[src/rtl/countdown_unit.sv]
// Loadable down-counter with a three-state FSM (IDLE/RUN/DONE).
// Every output is decoded from registered state only; nothing combinational reaches them from the inputs.
module countdown_unit #(
  parameter int WIDTH = 4
) (
  input  logic             clk,
  input  logic             rst_n,
  input  logic             load,
  input  logic [WIDTH-1:0] load_val,
  input  logic             en,
  input  logic             abort,
  output logic [WIDTH-1:0] count,
  output logic             busy,
  output logic             zero,
  output logic             done
);

  typedef enum logic [1:0] {
    IDLE = 2'd0,
    RUN  = 2'd1,
    DONE = 2'd2
  } state_t;

  // state is kept as a named signal so external checkers can bind to it.
  state_t           state;
  state_t           state_next;
  logic [WIDTH-1:0] count_q;
  logic [WIDTH-1:0] count_next;
  logic [WIDTH:0]   dec_sum;
  logic [WIDTH-1:0] count_dec;
  logic             load_nonzero;
  logic             count_is_one;
  logic             count_is_zero;

  // Decrement is an add of all-ones; the carry-out in bit WIDTH is dropped.
  assign dec_sum       = {1'b0, count_q} + {1'b0, {WIDTH{1'b1}}};
  assign count_dec     = dec_sum[WIDTH-1:0];
  assign load_nonzero  = (load_val != '0);
  assign count_is_one  = (count_q == {{(WIDTH-1){1'b0}}, 1'b1});
  assign count_is_zero = (count_q == '0);

  always_ff @(posedge clk or negedge rst_n) begin
    if (!rst_n) begin
      state   <= IDLE;
      count_q <= '0;
    end else begin
      state   <= state_next;
      count_q <= count_next;
    end
  end

  // Priority on every edge: abort, then load, then en.
  always_comb begin
    state_next = state;
    count_next = count_q;
    if (abort) begin
      state_next = IDLE;
      count_next = '0;
    end else if (load) begin
      if (load_nonzero) begin
        state_next = RUN;
        count_next = load_val;
      end else begin
        state_next = DONE;
        count_next = '0;
      end
    end else begin
      unique case (state)
        IDLE: begin
          state_next = IDLE;
        end
        RUN: begin
          if (en) begin
            if (count_is_zero) begin
              // Unreachable in normal operation; finish rather than wrap.
              state_next = DONE;
            end else begin
              count_next = count_dec;
              if (count_is_one) begin
                state_next = DONE;
              end
            end
          end
        end
        DONE: begin
          state_next = IDLE;
        end
        default: begin
          state_next = IDLE;
          count_next = '0;
        end
      endcase
    end
  end

  assign count = count_q;
  assign busy  = (state == RUN);
  assign done  = (state == DONE);
  assign zero  = count_is_zero;

  a_done_means_zero : assert property (
    @(posedge clk) disable iff (!rst_n) done |-> (count == '0)
  );

  a_busy_means_nonzero : assert property (
    @(posedge clk) disable iff (!rst_n) busy |-> (count != '0)
  );

  a_done_one_cycle : assert property (
    @(posedge clk) disable iff (!rst_n) (done && !load) |=> !done
  );

endmodule

[config.mk]
export PLATFORM = sky130hd
export DESIGN_NAME = countdown_unit
export DESIGN_NICKNAME = d
export VERILOG_FILES = /design/src/rtl/countdown_unit.sv
export SDC_FILE = /design/constraint.sdc
export NUM_CORES = 1
export LEC_CHECK = 0
export BUFFER_PORTS_ARGS = -buffer_cell sky130_fd_sc_hd__buf_2
export CORE_AREA = 10 10 47 49
export DETAILED_ROUTE_END_ITERATION = 8
export DIE_AREA = 0 0 57 59
export GPL_ROUTABILITY_DRIVEN = 0
export SKIP_CTS_REPAIR_TIMING = 1
export SLEW_MARGIN = 20
export SYNTH_ARGS = -nofsm -noshare
export SYNTH_HDL_FRONTEND = slang
export SYNTH_SLANG_ARGS = --single-unit
[constraint.sdc]
create_clock -name clk -period 1.4 [get_ports clk]
set_clock_uncertainty 0.05 [all_clocks]
set_input_delay 0.42 -clock clk [delete_from_list [all_inputs] [get_ports clk]]
set_output_delay 0.42 -clock clk [all_outputs]
set_load 0.01 [all_outputs]
-- Word level (Yosys, flattened, before mapping)
Index checks and enable logic that the tools add are counted.
- reduce and logical (&&, ||, !) cells: 6
- $add $sub $neg: 1
- multiplexer cells: 13
- equal/unequal tests: 7
- operators by type and width (operator ; count):
    4-bit two-way mux ; 5
    2-bit two-way mux ; 7
    4-bit inequality test, second input constant ; 2
    4-bit one-hot mux with 2 select lines ; 1
    5-bit by 3-bit inequality test with 1-bit output, second input constant ; 1
    4-bit adder, second input constant ; 1
    4-bit by 1-bit == test with 1-bit output, second input constant ; 1
    4-bit logical NOT ; 1
    4-bit nonzero test ; 1
    3-bit by 1-bit inequality test with 1-bit output, second input constant ; 1
    3-bit AND reduction ; 1
    2-bit by 1-bit == test with 1-bit output, second input constant ; 1
    2-bit == test, second input constant ; 1
    2-bit logical NOT ; 1
    2-bit AND reduction ; 1
    2-bit OR reduction ; 1
- bits of input ports: 9
- output and inout bits: 7
- register bits after elaboration: 6

-- Logic depth before layout (Yosys ltp)
Gate-level depths: netlist of run 1.
- word-level depth: 7
- gate-level depth with buffers: 6

-- Worst setup path after synthesis of run 1
No wires, ideal clock.
- kind: flip-flop to flip-flop
- start point: register count_q[0], in the netlist count[0]
- end point: register count_q[0], in the netlist count[0]
- period minus slack after synthesis: 1783 ps
- cell stages (with the launch flop): 6
- path slack: -383 ps
- data required time: 1225 ps
- buffers on the path: 0
- arrival time: 1608 ps
- path through: dfrtp_1 > inv_1 > ha_1 > nor3b_1 > o21ai_2 > mux2_4
- elaborated cells on any way between the ends: 9
- RTL lines (item ; line ; RTL):
    start: declaration ; 27 ; logic [WIDTH-1:0] count_q;
    start signal: assignment ; 48 ; count_q <= count_next;
    4-bit logical NOT ; 40 ; assign count_is_zero = (count_q == '0);
    named net zero ; 14 ; output logic zero,
    4-bit inequality test (no line) ; - ;
    3-bit AND reduction (no line) ; - ;
The timed path passes the listed nets, and every way through them passes these cells. The select of a mux whose other input is x is not followed.
A chain may end at the register's enable or synchronous reset.

-- Worst setup path after layout of run 1
- start point: register count_q[0], in the netlist count[0]
- end point: output port zero
- word-level cells in the longest chain between the ends: 1
- ends and longest elaborated chain (item ; line):
    4-bit logical NOT ; 40
    end: declaration ; 14
No other way between the ends.

==> impl_metrics.tcl, run 1 <==
set metrics [dict create \
    cts_root_buffer "clkbuf_4" \
    synth_warnings 0 \
    post-place-ws_ps -109 \
    utilization 0.531 \
    dr.pass1.iters 3 \
    finalSetupViolCount 8 \
    worstPathMaxFanout 4 \
    synth_cell_type_count 25 \
    powerDensity_nw_per_um2 813 \
    synthCells 51 \
    grt_use_met3 0.0172 \
    combPwrFrac 0.370 \
    tightest_slew_ps 460 \
    max_slew_margin 0.691 \
    grt_max_degree 7 \
    period_share 1.20 \
    drt-vias-per-instance 4.79 \
    final_cell_mix "buf_2 (13), buf_4 (13), nand2_1 (6)" \
    vdd_ir_drop_max_v 0.000339 \
    synth_fa_ha_area_frac 0.0860 \
    core-area_um2 1400 \
    synth_top_family_by_area "simple AND/OR/NAND/NOR gates" \
    die_x_um 57 \
    fmax_ghz 0.596 \
    worstSetupPathType "register to primary output" \
    hold_depth 4 \
    synth_compound_area_frac 0.206 \
    cp-start-kind "register" \
    min_to "state[1]" \
    synth-simple-area-share 0.246 \
    htree_num_levels 1 \
    clock_path_buffers 2 \
    layout.cells.non_filler 101 \
    rsz0062_at_grt "true" \
    r2r-start "count[0]" \
    ys_ff_latch 6 \
    r2r_cells 6 \
    p_int_uw 419 \
    detailed_place_hpwl_um 1030 \
    finalWirelength_um 1260 \
    drtIter0Drc 7 \
    worst_slack_ps -277 \
    grtUsageTotal 0.0777 \
    rows 14 \
    start_util 0.312 \
    drc_errors 0 \
    clkSlewWorstSetupHoldPaths_ps 50 \
    regToRegSetupSlack_ps -190 \
    setup_tns_ps -946 \
    drv_slew 0 \
    cts.sinks 6 \
    cts_tree "yes" \
    antenna_found_initial 0 \
    switching_share 0.308 \
    cts-buffers-inserted 3 \
    min_from "load_val[2]" \
    yosysSeqAreaShare 0.344 \
    maxCapViolations 0 \
    grt_pass1_vias 481 \
    num_vias 484 \
    area_delta_synth_final_pct 70.5 \
    hp-class "input port to register" \
    synth_mux_area_frac 0.0344 \
    insertion_delay_ps 250 \
    synth_area_leaders "dfrtp_1 (34%), ha_1 (8.6%), nand2_1 (6.0%), a21oi_1 (5.7%), inv_1 (5.2%)" \
    met1_usage 0.0889 \
    ioPinCount 16 \
    p_seq_frac 0.337 \
    violations "setup timing" \
    drive_gt1_frac 0.553 \
    status "complete, but fails checks" \
    syn-cell-area_um2 437 \
    report.final.hold_viol_count 0 \
    die_h_um 59 \
    gr-total-overflow 0 \
    synth_area_leader_cell "dfrtp_1" \
    use_met2 0.118 \
    period_minus_slack_ps 1680 \
    switchingPower_uw 186 \
    die_area_um2 3360 \
    wl_per_cell_um 12.5 \
    finalPower_uw 605 \
    n_antenna_cell 0 \
    portBuffers 15 \
    reg2reg_to "count[0]" \
    ant_nets 0 \
    yosysTopAreaCellShare 0.344 \
    critical_path_required_ps 930 \
    nFillCells 134 \
    fin_nets 98 \
    place_inst 94 \
    synth_xor_area_frac 0.0201 \
    p_leak_nw 0.363 \
    pwr-share-clk 0.293 \
    worst_setup_path_end_kind "primary output" \
    synthesis.area_per_instance_um2 8.56 \
    busiest_layer "met2" \
    syn_nets 63 \
    critPathArrivalTime_ps 1210 \
    grt_pass1_wl_um 2060 \
]
[metrics by stage]
| step | hold slack (ps) | instance area [um^2] |
|---|---|---|
| 3_5_place_dp | 198 | 649 |
| 4_1_cts | -71.0 | 676 |
| 2_1_floorplan | 74.4 | 462 |
| 6_report | 406 | 744 |
| 3_3_place_gp | 197 | 649 |
| 5_1_grt | 446 | 744 |
[power by group through the flow]
stage               combinational, mW  clock (mW)  sequential (mW)
finish                          0.224       0.177            0.204
global route                    0.248       0.182            0.207
CTS                             0.193       0.179            0.204
detailed placement              0.193           0            0.207
global placement                0.191           0            0.206
floorplan                      0.0936           0            0.211
[worst max-delay path by stage]
stage / from / to / cells after the start / slack [ps]
after floorplan: count[1] / count[0] / 5 / -110
after global placement: load / count[0] / 4 / -110
after detailed placement: count[0] / count[0] / 5 / -110
after CTS: count[0] / zero / 4 / -330
after global routing: count[0] / zero / 4 / -350
final: count[0] / zero / 4 / -280
[synthesized netlist by cell type]
library cell / instances
buf_2: 1
a211oi_1: 1
nor3_1: 1
o22ai_1: 1
nand2b_1: 2
nand3b_1: 1
ha_1: 3
o21ai_2: 1
o31ai_1: 1
nor2_1: 2
nor3b_1: 1
nand2b_4: 1
a21oi_1: 5
o211ai_1: 1
and2b_2: 1
inv_1: 6
nand2_1: 7
xnor2_1: 1
a22o_1: 1
mux2_4: 1
dfrtp_1: 6
o32ai_1: 1
nor4_1: 1
o21ai_0: 2
or3_1: 2
[per-layer routing]
metal  share of wire  vias up  wire length [um]
li1                -      250                 -
met1            0.46      218               576
met2            0.48       13               608
met3           0.039        3                49
met4           0.021        0                27
met5               0        -                 0
[state kept, by name, summed over array words and instances, names as in the netlist]
register  flops
count         4
state         2
[area by class of cell]
cell class	count	area, um^2	area share
well taps	16	20.0	0.0269
multi-input cells	38	303	0.407
clock buffers	4	26.3	0.0353
inverters	6	25.0	0.0336
repair buffers	31	218	0.292
flip-flops and latches	6	153	0.205
[critical path, cell delays in order (launching register included)]
cell and delay [ps]:
dfrtp_2 420, inv_2 80, ha_4 120, nor3b_4 170, buf_2 160
[kinds of logic after synthesis]
group	Yosys count
AOI/OAI and AO/OA	14
xor gates and xnor gates	1
adders and majority gates	3
buffers and inverters	7
DFF	6
muxes	1
and+or+nand+nor	19
Note: power is estimated with default switching activity, not from simulation.
==> run 2: changes to the inputs <==
--- a/config.mk
+++ b/config.mk
@@ -15,3 +15,4 @@
 export SYNTH_ARGS = -nofsm -noshare
 export SYNTH_HDL_FRONTEND = slang
 export SYNTH_SLANG_ARGS = --single-unit
+export TNS_END_PERCENT = 5
==> run 2 against run 1 <==
Critical path depth did not move. Sequential cell count is the same. First-iteration DRC count down 29%. Setup slack improved by 4.5 ps. Non-clock buffer count is the same. Global-route usage did not move. The run still ends with setup timing left. Sequential share of layout area up 0.31 points. Register-to-register slack better by 40 ps. Routed wire length shrank 3.5%. Combinational power shrank 2%. Utilization down 0.80 points.
==> impl_metrics.tcl, run 2 (same netlist as run 1, synthesis figures left out) <==
set metrics [dict create \
    final_cell_mix "buf_4 (14), buf_2 (13), nand2_1 (7)" \
    critPathArrivalTime_ps 1200 \
    violations "setup timing" \
    n_antenna_cell 0 \
    cts.sinks 6 \
    powerDensity_nw_per_um2 814 \
    utilization 0.523 \
    rsz0062_at_grt "true" \
    largest_reg_flops 4 \
    grt_pass1_wl_um 2060 \
    maxCapViolations 0 \
    layout_commonest_cell "buf_4" \
    rows 14 \
    die_x_um 57 \
    grt_pass1_vias 481 \
    dr.pass1.iters 2 \
    period_minus_slack_ps 1670 \
    p_leak_nw 0.361 \
    gr-total-overflow 0 \
    grt_max_degree 7 \
    die_area_um2 3360 \
    clock_path_buffers 2 \
    detailed_place_hpwl_um 1030 \
    worstPathMaxFanout 4 \
    cts_root_buffer "clkbuf_4" \
    worstSetupPathType "register to primary output" \
    num_vias 475 \
    area_delta_synth_final_pct 67.9 \
    insertion_delay_ps 250 \
    post-route-cell-area_um2 733 \
    vdd_ir_drop_max_v 0.000340 \
    drv_slew 0 \
    clkSlewWorstSetupHoldPaths_ps 50 \
    finalWirelength_um 1220 \
    critical_path_required_ps 930 \
    period_share 1.19 \
    htree_num_levels 1 \
    place_area_um2 649 \
    antenna_found_initial 0 \
    worst_setup_path_end_kind "primary output" \
    cp-start-kind "register" \
    portBuffers 15 \
    tightest_slew_ps 401 \
    die_h_um 59 \
    max_slew_margin 0.731 \
    report.final.hold_viol_count 0 \
    drc_errors 0 \
    drive_gt1_frac 0.529 \
    whs_ps 407 \
    wl_per_cell_um 12.1 \
    status "complete, but fails checks" \
    fin_nets 98 \
    ant_nets 0 \
    cts-buffers-inserted 3 \
    ioPinCount 16 \
    drt-vias-per-instance 4.70 \
    hp-class "input port to register" \
    cts_tree "yes" \
    finalSetupViolCount 7 \
    worst_slack_ps -272 \
    start_util 0.312 \
    grtUsageTotal 0.0777 \
    fmax_ghz 0.598 \
    core-area_um2 1400 \
    drtIter0Drc 5 \
]
## run 2: final timing paths
| check | startpoint | end | slack, ps | cells after the start |
|---|---|---|---|---|
| worst max-delay path | count[0] | zero | -270 | 4 |
| worst min-delay path | load_val[2] | state[1] | 410 | 4 |
| worst max register to register | count[0] | count[0] | -150 | 6 |
| worst min register to register | count[0] | count[0] | 600 | 2 |
| max in group asynchronous | rst_n | state[0] | 660 | 2 |
| min in group asynchronous | rst_n | count[1] | 490 | 2 |
## run 2: worst max-delay path, cell delays in order (launching register included)
cell and delay (ps):
dfrtp_2 420, inv_2 80, ha_4 120, nor3b_4 170
buf_2 160
## run 2: cell type report
class,instances,area [um^2]
well taps,16,20.0
clock buffers,4,26.3
flip-flops and latches,6,153
repair buffers,31,214
inverters,6,25.0
fillers,129,668
multi-input cells,38,295
## run 2: stage by stage
stage               TNS (ps)  worst slack, ps  cells  power, mW
floorplan               -200             -110     51      0.304
detailed placement      -359             -109     94      0.400
CTS                    -1000             -332     98      0.577
global placement        -319             -115     94      0.397
global route           -1430             -345    101      0.634
finish                  -861             -272    101      0.597
## run 2: routing by layer
| metal | wire length [um] | GRT usage | vias to the layer above | share of wire |
|---|---|---|---|---|
| met5 | 0 | 0 | - | 0 |
| met4 | 26 | 0.0705 | 0 | 0.021 |
| met3 | 51 | 0.0172 | 2 | 0.042 |
| met2 | 569 | 0.118 | 12 | 0.47 |
| met1 | 570 | 0.0889 | 212 | 0.47 |
| li1 | - | - | 249 | - |
## run 2: where the power goes
group	leakage, nW	switching [mW]	internal [mW]	total, mW
combinational	0.270	0.0981	0.121	0.219
clock	0.0150	0.0655	0.108	0.174
sequential	0.0769	0.0163	0.187	0.204
==> run 3: changes to the inputs <==
==> constraint.sdc (replaced) <==
create_clock -name clk -period 1.8 [get_ports clk]
set_clock_uncertainty 0.05 [all_clocks]
set_input_delay 0.54 -clock clk [delete_from_list [all_inputs] [get_ports clk]]
set_output_delay 0.54 -clock clk [all_outputs]
set_load 0.01 [all_outputs]
==> run 3 against run 2 <==
Sequential share of layout area rose by 3.8 points. Routed wire length decreased by 10%. Non-clock buffer count down 12. Utilization fell by 8.7 points. Power shrank 31%. Critical path depth stayed put. Largest cell class unchanged. The run now ends clean. Register-to-register slack improved by 340 ps. Highest routed layer unchanged. Die area did not move. Clock-buffer cell count is 1 lower. Via count shrank 8.6%. Clock power shrank 31%.
==> impl_metrics.tcl, run 3 (same netlist as run 1, synthesis figures left out) <==
set metrics [dict create \
    status "complete, no violations" \
    n_antenna_cell 0 \
    start_util 0.312 \
    grt_pass1_vias 433 \
    die_x_um 57 \
    cp-start-kind "register" \
    grtUsageTotal 0.0704 \
    cts.sinks 6 \
    maxCapViolations 0 \
    worst_setup_path_end_kind "primary output" \
    core-area_um2 1400 \
    num_vias 434 \
    fin_nets 86 \
    gr-total-overflow 0 \
    grt_max_degree 9 \
    post-place-ws_ps 121 \
    wl_per_cell_um 12.4 \
    area_delta_synth_final_pct 39.8 \
    htree_num_levels 1 \
    period_share 0.972 \
    die_area_um2 3360 \
    p_leak_nw 0.303 \
    drc_errors 0 \
    place_inst 84 \
    critPathArrivalTime_ps 1160 \
    fmax_ghz 0.572 \
    die_h_um 59 \
    drive_gt1_frac 0.417 \
    finalWirelength_um 1090 \
    hp-class "input port to async pin" \
    worst_slack_ps 50.9 \
    drt-vias-per-instance 4.93 \
    finalSetupViolCount 0 \
    switchingPower_uw 125 \
    p_seq_frac 0.383 \
    rsz0062_at_grt "true" \
    combPwrFrac 0.327 \
    clkSlewWorstSetupHoldPaths_ps 40 \
    finalPower_uw 412 \
    largest_reg_flops 4 \
    detailed_place_hpwl_um 935 \
    antenna_found_initial 0 \
    worstPathMaxFanout 2 \
    period_minus_slack_ps 1750 \
    ioPinCount 16 \
    rows 14 \
    pwr-share-clk 0.291 \
    max_slew_margin 0.730 \
    tightest_slew_ps 402 \
    final_cell_mix "buf_2 (15), nand2_1 (7), dfrtp_1 (6)" \
    report.final.hold_viol_count 0 \
    vdd_ir_drop_max_v 0.000256 \
    r2r-start "count[1]" \
    insertion_delay_ps 240 \
    cts_tree "yes" \
    setup.worst_path.start "count[0]" \
    clock_path_buffers 2 \
    portBuffers 15 \
    cts_root_buffer "clkbuf_4" \
    ant_nets 0 \
    cts-buffers-inserted 3 \
    setup_tns_ps 0 \
    grt_pass1_wl_um 1830 \
    critical_path_required_ps 1210 \
    layout_commonest_cell "buf_2" \
    powerDensity_nw_per_um2 675 \
    drv_slew 0 \
    layout.cells.non_filler 88 \
    switching_share 0.303 \
    nFillCells 154 \
    p_int_uw 287 \
    dr.pass1.iters 4 \
    worstSetupPathType "register to primary output" \
    drtIter0Drc 4 \
]
==> run 3: changes by cell type in the layout (fill, tap and decap cells not counted), sizes merged <==
cell,previous run,this run
dlygate4sd3,1,0
clkbuf,4,3
buf,30,19
==> run 3: power by group through the flow <==
stage / logic [mW] / clock network, mW / registers, mW
after floorplan: 0.0639 / 0 / 0.161
after global placement: 0.117 / 0 / 0.157
after detailed placement: 0.118 / 0 / 0.157
after CTS: 0.119 / 0.125 / 0.155
after global routing: 0.153 / 0.130 / 0.160
final: 0.135 / 0.120 / 0.158
==> run 3: critical path, cell delays in order, from the launching register on <==
cell and delay [ps]:
dfrtp_1 380, inv_2 80, ha_4 130, nor3b_4 170, buf_2 160
==> run 3: area by class of cell <==
| cell class | count | area, um^2 | area share |
|---|---|---|---|
| Multi-Input combinational cell | 38 | 290 | 0.475 |
| Sequential cell | 6 | 150 | 0.246 |
| Timing Repair Buffer | 19 | 105 | 0.172 |
| Clock buffer | 3 | 22.5 | 0.0369 |
| Inverter | 6 | 22.5 | 0.0369 |
| Tap cell | 16 | 20.0 | 0.0328 |
==> run 3: metal layers <==
metal	routed length (um)	vias up	global-route usage
met5	0	-	0
met4	27	0	0.0805
met3	81	2	0.0215
met2	432	14	0.0884
met1	550	194	0.0857
li1	-	224	-
==> run 3: final timing paths <==
kind / endpoint / slack, ps / cells past startpoint
max in group asynchronous: count[2] / 1500 / 1
setup reg to reg: count[2] / 190 / 7
setup / recovery: zero / 50 / 4
hold / removal: state[1] / 60 / 1
hold reg to reg: count[3] / 600 / 2
min in group clk: state[1] / 500 / 2
==> run 3: metrics by stage <==
stage / hold WS, ps / instance area (um^2) / util
floorplan: 194 / 437 / -
global placement: 318 / 549 / 0.392
detailed placement: 320 / 549 / 0.392
CTS: 60.9 / 572 / 0.408
global route: 68.2 / 611 / 0.436
finish: 61.1 / 611 / 0.436
